**src/rtl/cnn_pkg.sv**
```systemverilog
// rtl/cnn_pkg.sv - shared FSM state type and default datapath widths for the CNN accumulator
package cnn_pkg;

    typedef enum logic [1:0] {
        IDLE    = 2'd0,
        ACCUM   = 2'd1,
        REQUANT = 2'd2,
        HOLD    = 2'd3
    } state_t;

    localparam int PROD_W = 16;
    localparam int ACC_W  = 24;
    localparam int OUT_W  = 8;

endpackage

```
**src/rtl/conv_requant.sv**
```systemverilog
// rtl/conv_requant.sv - combinational shift and saturate/truncate of the window sum
// Saturation is enabled by defining OUT_SAT_EN; otherwise the shifted sum is truncated.
module conv_requant #(
    parameter int ACC_W = 24,
    parameter int OUT_W = 8,
    parameter int SHIFT = 8
) (
    input  logic [ACC_W-1:0] acc,
    output logic [OUT_W-1:0] out_data
);

    logic [ACC_W-1:0] shifted;

    assign shifted = acc >> SHIFT;

`ifdef OUT_SAT_EN
    localparam logic [ACC_W-1:0] MAX_VAL = {{(ACC_W-OUT_W){1'b0}}, {OUT_W{1'b1}}};

    assign out_data = (shifted > MAX_VAL) ? {OUT_W{1'b1}} : shifted[OUT_W-1:0];
`else
    logic unused_high;

    assign unused_high = &{1'b0, shifted[ACC_W-1:OUT_W]};
    assign out_data    = shifted[OUT_W-1:0];
`endif

endmodule

```
**src/rtl/conv_accum.sv**
```systemverilog
// rtl/conv_accum.sv - bias-preloaded accumulation of one convolution window, requantized to an activation
// OUT_SAT_EN selects saturating requantization (consumed only by conv_requant).
module conv_accum
    import cnn_pkg::*;
#(
    parameter int N_TERMS = 9,
    parameter int PROD_W  = cnn_pkg::PROD_W,
    parameter int ACC_W   = cnn_pkg::ACC_W,
    parameter int OUT_W   = cnn_pkg::OUT_W,
    parameter int SHIFT   = 8
) (
    input  logic              clk,
    input  logic              reset,
    input  logic              start,
    input  logic [ACC_W-1:0]  bias,
    input  logic              prod_valid,
    input  logic [PROD_W-1:0] prod,
    output logic              prod_ready,
    output logic              out_valid,
    input  logic              out_ready,
    output logic [OUT_W-1:0]  out_data,
    output logic              busy
);

    localparam int CNT_W = $clog2(N_TERMS + 1);
    localparam logic [CNT_W-1:0] LAST_CNT = CNT_W'(N_TERMS - 1);

    state_t            state, state_next;
    logic [ACC_W-1:0]  acc;
    logic [CNT_W-1:0]  cnt;
    logic [OUT_W-1:0]  requant_data;
    logic              accept;

    assign prod_ready = (state == ACCUM);
    assign busy       = (state != IDLE);
    assign accept     = prod_valid && prod_ready;

    always_ff @(posedge clk or negedge reset) begin
        if (!reset) begin
            state <= IDLE;
        end else begin
            state <= state_next;
        end
    end

    always_comb begin
        state_next = state;
        case (state)
            IDLE:    if (start) state_next = ACCUM;
            ACCUM:   if (accept && cnt == LAST_CNT) state_next = REQUANT;
            REQUANT: state_next = HOLD;
            HOLD:    if (out_ready) state_next = IDLE;
            default: state_next = IDLE;
        endcase
    end

    always_ff @(posedge clk or negedge reset) begin
        if (!reset) begin
            acc       <= '0;
            cnt       <= '0;
            out_valid <= 1'b0;
            out_data  <= '0;
        end else begin
            case (state)
                IDLE: begin
                    if (start) begin
                        acc <= bias;
                        cnt <= '0;
                    end
                end
                ACCUM: begin
                    if (accept) begin
                        acc <= acc + {{(ACC_W-PROD_W){1'b0}}, prod};
                        cnt <= cnt + 1'b1;
                    end
                end
                REQUANT: begin
                    out_data  <= requant_data;
                    out_valid <= 1'b1;
                end
                HOLD: begin
                    if (out_ready) out_valid <= 1'b0;
                end
                default: ;
            endcase
        end
    end

    conv_requant #(
        .ACC_W (ACC_W),
        .OUT_W (OUT_W),
        .SHIFT (SHIFT)
    ) u_requant (
        .acc      (acc),
        .out_data (requant_data)
    );

endmodule

```
**config.mk**
```make
export PLATFORM = sky130hd
export DESIGN_NAME = conv_accum
export DESIGN_NICKNAME = d
export VERILOG_FILES = /design/src/rtl/cnn_pkg.sv /design/src/rtl/conv_requant.sv /design/src/rtl/conv_accum.sv
export SDC_FILE = /design/constraint.sdc
export NUM_CORES = 1
export LEC_CHECK = 0
export CAP_MARGIN = 10
export CORE_UTILIZATION = 40
export CTS_CLUSTER_DIAMETER = 40
export DETAILED_ROUTE_END_ITERATION = 10
export GPL_TIMING_DRIVEN = 0
export PLACE_DENSITY = 0.8
export SKIP_LAST_GASP = 1
export SLEW_MARGIN = 20
export SYNTH_ARGS = -nofsm -noshare
export SYNTH_HDL_FRONTEND = slang
export SYNTH_SLANG_ARGS = --single-unit
```
**constraint.sdc**
```tcl
create_clock -name clk -period 3.61 [get_ports clk]
set_input_delay 0.722 -clock clk [delete_from_list [all_inputs] [get_ports clk]]
set_output_delay 0.722 -clock clk [all_outputs]
set_load 0.02 [all_outputs]
```
Word level (Yosys, flattened, before mapping). Index checks and enable logic that the tools add are counted. Widths: inputs -> output; s select.

Word-level logic and storage cells: 36. Input bits: 45. Bits in registers: 39. Output and inout bits: 11.

Add/sub/neg operators: 2. Reduce and logical (&&, ||, !) cells: 9. Eq/ne operators: 8. Muxes and demuxes: 12.

Operator list (count): $mux 24 (2); $pmux 24 s2 (1); $add 24x16->24 (1); $mux 4 (2); $pmux 2 s4 (1); $pmux 4 s2 (1); $mux 2 (3); $reduce_and 3->1 (2); $reduce_bool 2->1 (3); $add 4x1->4 const B (1); $eq 2x2->1 const B (2); $eq 4x4->1 const B (1); $ne 2x1->1 const B (2); $ne 2x2->1 const B (2); $eq 2x1->1 const B (1); $logic_and 1x1->1 (2); $logic_not 2->1 (1); $pmux 1 s2 (1); $reduce_and 2->1 (1); $mux 1 (1).

Longest topological paths before layout. Gate-level depths: netlist (run 1).

Word-level depth: 5. Mapped depth: 10. Mapped depth without buffers: 9.

By module. From an unflattened synthesis (run 1), not the netlist that was laid out.

Cell total of the unflattened synthesis: 311. Area total of the unflattened synthesis: 2780.2 um2.

By module, submodules not included: conv_accum (times used 1, cells an instance 303, area each 2720.1 um2, seq. area each 975.9 um2); conv_requant (times used 1, cells an instance 8, area each 60.1 um2, seq. area each 0.0 um2).

Least setup slack after synthesis (run 1). Ideal clock, no wire load.

Kind: input -> register. Start point: input port prod[0]. End point: register acc[14]. Setup time: 124 ps. Data required time: 3486 ps. Path slack: 915 ps. Arrival time: 2571 ps. Cell stages on the path: 9. Cell sequence: ha_1 fa_1 a21oi_1 o21ai_0 a21o_1 a31oi_1 o21ai_0 mux2i_1 a211o_1.

Longest elaborated chain between the ends: 3.

RTL lines: from (decl) (line conv_accum.sv:17) `input logic [PROD_W-1:0] prod,`; $add 24x16->24 (line conv_accum.sv:73) `acc <= acc + {{(ACC_W-PROD_W){1'b0}}, prod};`; $mux 24 (line conv_accum.sv:72) `if (accept) begin`; $pmux 24 s2 (line conv_accum.sv:64) `case (state)`; to (signal assigned) (line conv_accum.sv:67) `acc <= bias;`; to (signal assigned) (line conv_accum.sv:73); to (decl) (line conv_accum.sv:29) `logic [ACC_W-1:0] acc;`.

Every way passes these cells. The select of a mux whose other input is x is not followed. A chain may end at the register's enable or synchronous reset.

Worst setup path in the final report (run 1). Ends and elaborated chain as after synthesis.

==> results of run 1 <==
## layer usage
layer  vias to the layer above  GRT usage
met5                         -          0
met4                         0     0.0802
met3                         7     0.0370
met2                        46      0.340
met1                       896      0.275
li1                        944          -
## power by group through the flow
stage / Combinational [mW] / Sequential, mW / Clock (mW)
4_1_cts: 1.54 / 0.632 / 0.281
5_1_grt: 1.71 / 0.655 / 0.294
3_5_place_dp: 1.53 / 0.639 / 0
2_1_floorplan: 1.06 / 0.670 / 0
6_report: 1.53 / 0.633 / 0.271
3_3_place_gp: 1.50 / 0.629 / 0
## through the flow
| step | instances | setup slack [ns] | util | area (um^2) | total power, mW |
|---|---|---|---|---|---|
| floorplan | 230 | 0.915 | - | 2170 | 1.73 |
| global placement | 347 | 0.193 | 0.527 | 2730 | 2.13 |
| detailed placement | 347 | 0.160 | 0.526 | 2720 | 2.17 |
| CTS | 355 | 0.457 | 0.543 | 2810 | 2.45 |
| global route | 355 | 0.351 | 0.543 | 2810 | 2.66 |
| finish | 355 | 0.450 | 0.543 | 2810 | 2.44 |
## layout make-up
cell class	instances	area, um^2
plain buffers	9	40.0
clock buffers	6	72.6
clock inverters	2	12.5
fillers	462	2370
inverters	8	30.0
multi-input cells	182	1320
flip-flops and latches	31	776
well taps	70	87.6
repair buffers	47	465
## flip-flops by register name (all words and copies together), names as in the netlist
signal	count
cnt	4
state	2
out_data	8
acc	16
out_valid	1
## kinds of logic (layout without fill, tap and decap cells)
group	Yosys count	after routing	synth area share
flip-flops	31	31	0.358
XOR/XNOR	12	12	0.0485
adder cells (fa/ha/maj)	23	23	0.136
buffers and inverters	17	72	0.0323
AND/OR/NAND/NOR	62	62	0.141
multiplexers	16	16	0.0785
AO/OA/AOI/OAI	69	69	0.205
## worst min path at each step
stage / end / startpoint / cells past startpoint / slack [ns]
global placement: acc[0] / acc[0] / 2 / 0.47
finish: out_data[7] / reset / 1 / 0.49
floorplan: acc[0] / reset / 0 / 0.43
detailed placement: acc[2] / acc[2] / 2 / 0.49
CTS: acc[9] / reset / 1 / 0.50
global route: out_data[4] / out_data[4] / 1 / 0.53
## worst reg2reg max path, cell delays in order, from the launching register on
cell,delay [ns]
sky130_fd_sc_hd__dfrtp_1,0.38
sky130_fd_sc_hd__ha_1,0.21
sky130_fd_sc_hd__fa_1,0.41
sky130_fd_sc_hd__a21oi_1,0.22
sky130_fd_sc_hd__o21ai_0,0.11
sky130_fd_sc_hd__a21o_1,0.22
sky130_fd_sc_hd__a31oi_1,0.38
sky130_fd_sc_hd__o21ai_0,0.20
sky130_fd_sc_hd__mux2i_1,0.15
sky130_fd_sc_hd__a211o_1,0.26
## cells in the final DEF (no fill, tap or decap), types with 5 or more instances in the layout
| master | count |
|---|---|
| sky130_fd_sc_hd__clkdlybuf4s50_1 | 46 |
| sky130_fd_sc_hd__dfrtp_1 | 31 |
| sky130_fd_sc_hd__ha_1 | 22 |
| sky130_fd_sc_hd__nand2_1 | 21 |
| sky130_fd_sc_hd__o21ai_0 | 18 |
| sky130_fd_sc_hd__a21oi_1 | 17 |
| sky130_fd_sc_hd__nor2_1 | 12 |
| sky130_fd_sc_hd__inv_1 | 8 |
| sky130_fd_sc_hd__xor2_1 | 8 |
| sky130_fd_sc_hd__mux2_2 | 8 |
| sky130_fd_sc_hd__mux2i_1 | 8 |
| sky130_fd_sc_hd__clkbuf_1 | 7 |
| sky130_fd_sc_hd__a21o_1 | 7 |
| sky130_fd_sc_hd__nor3_1 | 6 |
| sky130_fd_sc_hd__clkbuf_8 | 5 |
==> results.rst, run 1 <==
.. list-table::
   :header-rows: 1

   * - Metric
     - Value
   * - Final critical-path share of the clock period
     - 0.875
   * - Area share of the largest cell type after synthesis
     - 0.358
   * - Final routed wirelength across all metal layers
     - about 5.2 mm
   * - Slowest stage delay, CP
     - 0.42 ns
   * - Cell internal pwr
     - 1.34 mW
   * - Worst relative slew slack
     - 0.516
   * - H-tree depth reported by CTS
     - 2
   * - Count of inserted antenna diode cells
     - 0
   * - Delay-heaviest family, CP
     - compound AO/OA/AOI/OAI gates
   * - First-pass GRT wire length
     - between 8 and 9 mm
   * - Biggest fanout along the worst timing path
     - 3
   * - Overall overflow remaining after global route
     - 0
   * - Vias/cell
     - 5.33
   * - Top sig layer
     - met4
   * - Post-synthesis average cell area
     - between 9 and 10 um^2
   * - Worst R2R Setup Slack
     - 0.95 ns
   * - Cell with the largest stage delay on the worst path
     - sky130_fd_sc_hd__clkdlybuf4s50_1
   * - Max-Cap Viols
     - 0
   * - Effective utilization at floorplan
     - 0.419
   * - Net Switching
     - between 1 and 1.5 mW
   * - CP cell instances
     - clkdlybuf4s50_1, ha_1, fa_1, a21oi_1, o21ai_0, a21o_1, a31oi_1, o21ai_0, mux2i_1, a211o_1
   * - Final setup violation count
     - 0
   * - Logic gate share of total power
     - 0.629
   * - Most frequent cell after synthesis
     - sky130_fd_sc_hd__dfrtp_1
   * - Switching part of the total power
     - 0.450
   * - Width of the die
     - 75.6 um
   * - Part of the Yosys area used for sequential elements
     - 0.358
   * - Total Nets Final
     - 352
   * - Gpl congestion
     - 0.891
   * - Routed metal-1 wire length
     - 2.36 mm
   * - Part of the total power dissipated in the clock network
     - 0.111
   * - Worst-Skew Late Latency
     - 0.29 ns
   * - Layout cell share with drive strength beyond 1
     - 0.0912
   * - All-Layer GR Usage
     - 0.208
   * - Area of the core
     - between 5000 and 6000 um^2
   * - Leak
     - 1.23 nW
   * - Worst reg2reg path depth
     - 9
   * - Depth of the critical timing path with buffers and inverters included
     - 10
   * - Clock Pin Slew Worst Setup and Hold Paths
     - 0.07 ns
   * - Critical Path Sink Type
     - flip-flop
   * - Most common flop cell mapped by yosys
     - sky130_fd_sc_hd__dfrtp_1
   * - Die area
     - approximately 5700 um^2
   * - Cell Area, Synth
     - 2170 um^2
   * - Count of flip-flops with a built-in enable after synthesis
     - 0
   * - Remaining DRCs
     - 0
   * - Share of synthesized flip-flops with an asynchronous set or reset
     - 1.00
   * - Final worst hold slack
     - 0.491 ns
   * - Root buf cell
     - sky130_fd_sc_hd__clkbuf_8
   * - Relative area change from synthesis to final layout
     - 29.4%
   * - Worst slew pin tran
     - 0.723 ns
   * - Half-perimeter wire length after detailed placement
     - 3.92 mm
   * - Post-CTS Setup Repair Bufs
     - 0
   * - Final period demand of the worst path
     - 3.16 ns
   * - Synthesized net count
     - between 200 and 300
   * - I/O pin total
     - 56
   * - Number of gates resized after cts
     - 0
   * - Sequential share of power
     - 0.260
   * - Critical Path Start Type
     - input port
   * - Launch point of the worst path
     - prod[0]
   * - Hold-fix buffers, CTS
     - 0
   * - Maximum resistive drop on vdd
     - 0.000379 V
   * - Startpoint of the worst register-to-register path
     - acc[0]
   * - Ranking of synthesized cells by area
     - sky130_fd_sc_hd__dfrtp_1, sky130_fd_sc_hd__ha_1, sky130_fd_sc_hd__o21ai_0
   * - Yosys synthesis warning count
     - 0
   * - CTS tree
     - done
   * - Total buffers and inverters traversed by the critical path
     - 1
   * - P per Cell Area
     - 868 nW/um^2
   * - Critical R2R Capture
     - acc[14]
   * - Total clock sinks
     - 31
   * - Fmax achieved
     - 317 MHz
   * - Skew final
     - 0.00465 ns
   * - Vertical extent of the die
     - 75.6 um
   * - Cells after Synth
     - 230
   * - Number of rows in the core area
     - 26
   * - CP dominant cell by count
     - sky130_fd_sc_hd__o21ai_0
   * - Via count of the first global-routing pass
     - about 1.8k
   * - Commonest cells post-synth
     - sky130_fd_sc_hd__dfrtp_1, sky130_fd_sc_hd__ha_1, sky130_fd_sc_hd__nand2_1
   * - Class of the worst hold path
     - in2async
   * - Max-slew violation count
     - 0
   * - Critical Path Sink
     - acc[14]
   * - Flops & latches, synth
     - 31
   * - CTS Buf Count
     - 5
   * - Count of buffers inserted at the top-level ports
     - 47
   * - Required time of the critical path
     - 3.79 ns
   * - Remaining number of nets flagged by the antenna check after routing
     - 0
   * - Cell taking the most area after synthesis
     - sky130_fd_sc_hd__dfrtp_1
   * - Setup TNS
     - 0 ns
   * - Initial detailed-routing violation count
     - 121
   * - Met3 Routed Length
     - 229 um
   * - Vias post-DR
     - 1,893
   * - Unrepaired setup endpoints after global routing
     - no
   * - Run status
     - completed
   * - Total iterations of the first detailed-routing run
     - 4
   * - Critical path type
     - in2reg
   * - Number of antenna violations at the first check in global routing
     - 0
   * - Longest Clk Path Bufs
     - 2
   * - CP Data Arrival Time
     - 3.34 ns
   * - Routed met2 length
     - ~2.5 mm
   * - Average routed wire per standard cell
     - 14.6 um
   * - Count of cell types in the netlist
     - 44
   * - Count of final hold-check violations
     - 0
   * - Pin count of the biggest net entering global routing
     - 32
No activity file was read; power rests on OpenSTA's default activity.
==> run 2: changes to the inputs <==
ABC_AREA = 1   (was unset)
PLACE_DENSITY = 0.78   (was 0.8)
SETUP_SLACK_MARGIN = 0.2   (was unset)
==> results.rst, run 2 <==
.. list-table::
   :header-rows: 1

   * - Metric
     - Value
   * - Run status
     - completed
   * - Slowest stage delay, CP
     - 0.65 ns
   * - I/O pin total
     - 56
   * - Max-slew violation count
     - 0
   * - Leading registers by flop count
     - acc: 16 flops, out_data: 8 flops, cnt: 4 flops
   * - Critical Path Sink Type
     - primary output
   * - Layout cell share with drive strength beyond 1
     - 0.0652
   * - Ranking of synthesized cells by area
     - sky130_fd_sc_hd__dfrtp_1, sky130_fd_sc_hd__nand2_1, sky130_fd_sc_hd__ha_1
   * - Worst reg2reg path depth
     - 10
   * - Longest Clk Path Bufs
     - 2
   * - Area share of the largest cell type after synthesis
     - 0.322
   * - Cell Area, Synth
     - 2410 um^2
   * - Cell with the largest stage delay on the worst path
     - sky130_fd_sc_hd__clkdlybuf4s50_1
   * - Critical Path Start Type
     - flip-flop
   * - Post-route standard cell area excluding fillers
     - 3040 um^2
   * - Commonest cells post-synth
     - sky130_fd_sc_hd__nand2_1, sky130_fd_sc_hd__inv_1, sky130_fd_sc_hd__nor2_1
   * - Pin count of the biggest net entering global routing
     - 32
   * - Net Switching
     - 1.27 mW
   * - Count of inserted antenna diode cells
     - 0
   * - Vias/cell
     - between 4 and 5
   * - Sequential share of power
     - 0.241
   * - Part of the Yosys area used for sequential elements
     - 0.322
   * - Count of cell types in the netlist
     - 27
   * - Most common flop cell mapped by yosys
     - sky130_fd_sc_hd__dfrtp_1
   * - Unrepaired setup endpoints after global routing
     - no
   * - Area of the core
     - around 5600 um^2
   * - Final critical-path share of the clock period
     - 0.689
   * - Gpl congestion
     - 0.847
   * - Yosys synthesis warning count
     - 0
   * - Post-synthesis average cell area
     - ~7.0 um^2
   * - Overall overflow remaining after global route
     - 0
   * - Cells after Synth
     - 344
   * - Leak
     - 1.60 nW
   * - Count of final hold-check violations
     - 0
   * - Synthesized net count
     - about 400
   * - Total iterations of the first detailed-routing run
     - 4
   * - Most common cell after layout, fill and taps aside
     - sky130_fd_sc_hd__nand2_1
   * - Area fraction in compound gates after synthesis
     - 0.0868
   * - Cell internal pwr
     - 1.37 mW
   * - Average routed wire per standard cell
     - 12.0 um
   * - Launch point of the worst path
     - state[1]
   * - Remaining number of nets flagged by the antenna check after routing
     - 0
   * - Delay-heaviest family, CP
     - buffers and inverters
   * - All-Layer GR Usage
     - 0.203
   * - Max-Cap Viols
     - 0
   * - Fmax achieved
     - about 400 MHz
   * - Setup TNS
     - 0 ns
   * - Clock Pin Slew Worst Setup and Hold Paths
     - 0.06 ns
   * - Post-CTS Setup Repair Bufs
     - 0
   * - Width of the die
     - 79.6 um
   * - Most frequent cell after synthesis
     - sky130_fd_sc_hd__nand2_1
   * - CTS tree
     - done
   * - Final setup violation count
     - 0
   * - First-pass GRT wire length
     - 9.85 mm
   * - Part of the total power dissipated in the clock network
     - 0.103
   * - Share of synthesized flip-flops with an asynchronous set or reset
     - 1.00
   * - Number of flip-flops in the largest register
     - 16
   * - Fillers
     - 525
   * - Most used cells in the layout excluding fill and tap cells
     - sky130_fd_sc_hd__nand2_1, sky130_fd_sc_hd__inv_1, sky130_fd_sc_hd__clkdlybuf4s50_1
   * - H-tree depth reported by CTS
     - 2
   * - Class of the worst hold path
     - in2async
   * - Total buffers and inverters traversed by the critical path
     - 2
   * - Depth of the critical timing path with buffers and inverters included
     - 3
   * - Switching part of the total power
     - 0.481
   * - Post-synthesis share of cell area spent on xor and xnor gates
     - 0.0327
   * - Flops & latches, synth
     - 31
   * - Count of flip-flops with a built-in enable after synthesis
     - 0
   * - Number of gates resized after cts
     - 0
   * - Startpoint of the worst register-to-register path
     - acc[0]
   * - Half-perimeter wire length after detailed placement
     - 4.47 mm
   * - CP cell instances
     - inv_1, ha_1, clkdlybuf4s50_1
   * - Worst relative slew slack
     - 0.522
   * - Relative area change from synthesis to final layout
     - 26.5%
   * - Number of rows in the core area
     - 27
   * - Root buf cell
     - sky130_fd_sc_hd__clkbuf_8
   * - Combinational family with the most area after synthesis
     - simple AND/OR/NAND/NOR gates
   * - Remaining DRCs
     - 0
   * - Area share of and/or/nand/nor cells after synthesis
     - 0.297
   * - Maximum resistive drop on vdd
     - 0.000438 V
   * - Via count of the first global-routing pass
     - 2,240
   * - Final routed wirelength across all metal layers
     - 5.66 mm
   * - Hold-fix buffers, CTS
     - 0
   * - Die area
     - about 6300 um^2
   * - Cell taking the most area after synthesis
     - sky130_fd_sc_hd__dfrtp_1
   * - Logic gate share of total power
     - 0.656
   * - CP Data Arrival Time
     - 1.77 ns
   * - Final period demand of the worst path
     - about 2.5 ns
   * - Biggest fanout along the worst timing path
     - 7
   * - Count of buffers inserted at the top-level ports
     - 47
   * - CTS Buf Count
     - 5
   * - Share of cell area taken by muxes after synthesis
     - 0.0374
   * - Vias post-DR
     - 2,256
   * - Worst-Skew Late Latency
     - 0.29 ns
   * - Effective utilization at floorplan
     - 0.427
   * - Vertical extent of the die
     - 79.6 um
   * - Post-Place Cell Area
     - 2960 um^2
   * - Required time of the critical path
     - 2.89 ns
   * - Critical path type
     - reg2out
   * - Fraction of the mapped netlist area in adder cells
     - 0.123
   * - Register with the highest flop count
     - acc
   * - Initial detailed-routing violation count
     - 108
   * - Skew final
     - 0.00965 ns
   * - P per Cell Area
     - 865 nW/um^2
   * - Total clock sinks
     - 31
   * - Total Nets Final
     - 466
   * - Number of antenna violations at the first check in global routing
     - 0
   * - Worst slew pin tran
     - 0.718 ns
==> run 2: cell count changes after synthesis, moves of 8 or more <==
cell	delta
sky130_fd_sc_hd__inv_1	+44
sky130_fd_sc_hd__mux2i_1	-8
sky130_fd_sc_hd__nand2_1	+94
sky130_fd_sc_hd__nand3_1	+16
sky130_fd_sc_hd__nor2_1	+23
==> run 2: cells by family (layout without fill, tap and decap cells) <==
group,after synthesis,count (layout)
simple gates,179,179
mux,8,8
compound gates,34,34
buf+inv,60,115
fa+ha+maj,23,23
xor+xnor,9,9
flops,31,31
==> run 2: metal layers <==
metal  track usage  part of all wire  routed length [um]
met5             0                 0                   0
met2         0.338              0.48                2720
met1         0.258              0.47                2640
met4        0.0818             0.022                 123
met3        0.0354             0.030                 171
==> run 2: cell type report <==
class | count | area [um^2] | area share
Clock inverter | 1 | 5.00 | 0.00164
Timing Repair Buffer | 47 | 465 | 0.153
Tap cell | 72 | 90.1 | 0.0296
Clock buffer | 7 | 76.3 | 0.0251
Sequential cell | 31 | 776 | 0.255
Multi-Input combinational cell | 253 | 1390 | 0.456
Buffer | 6 | 41.3 | 0.0136
Inverter | 54 | 203 | 0.0666
==> run 2: final timing paths <==
kind	end	slack [ns]
max	prod_ready	1.12
min	state[0]	0.48
max reg2reg	acc[8]	1.66
min reg2reg	acc[14]	0.51
max in group asynchronous	acc[12]	2.66
min in group clk	acc[14]	0.51
==> run 2: power by group through the flow <==
| stage | clock, mW | combinational [mW] | sequential [mW] |
|---|---|---|---|
| final | 0.271 | 1.73 | 0.634 |
| after global routing | 0.287 | 1.98 | 0.660 |
| after CTS | 0.274 | 1.73 | 0.636 |
| after detailed placement | 0 | 1.72 | 0.642 |
| after global placement | 0 | 1.67 | 0.632 |
| after floorplan | 0 | 1.21 | 0.676 |
==> run 2: per-stage QoR <==
step,cells,power (mW),worst slack (ns),hold WS [ns],utilization
floorplan,344,1.88,1.49,0.426,-
global placement,463,2.30,0.939,0.488,0.526
detailed placement,463,2.36,0.900,0.497,0.525
CTS,471,2.64,1.12,0.512,0.540
global route,471,2.93,1.02,0.529,0.540
finish,471,2.63,1.12,0.481,0.540
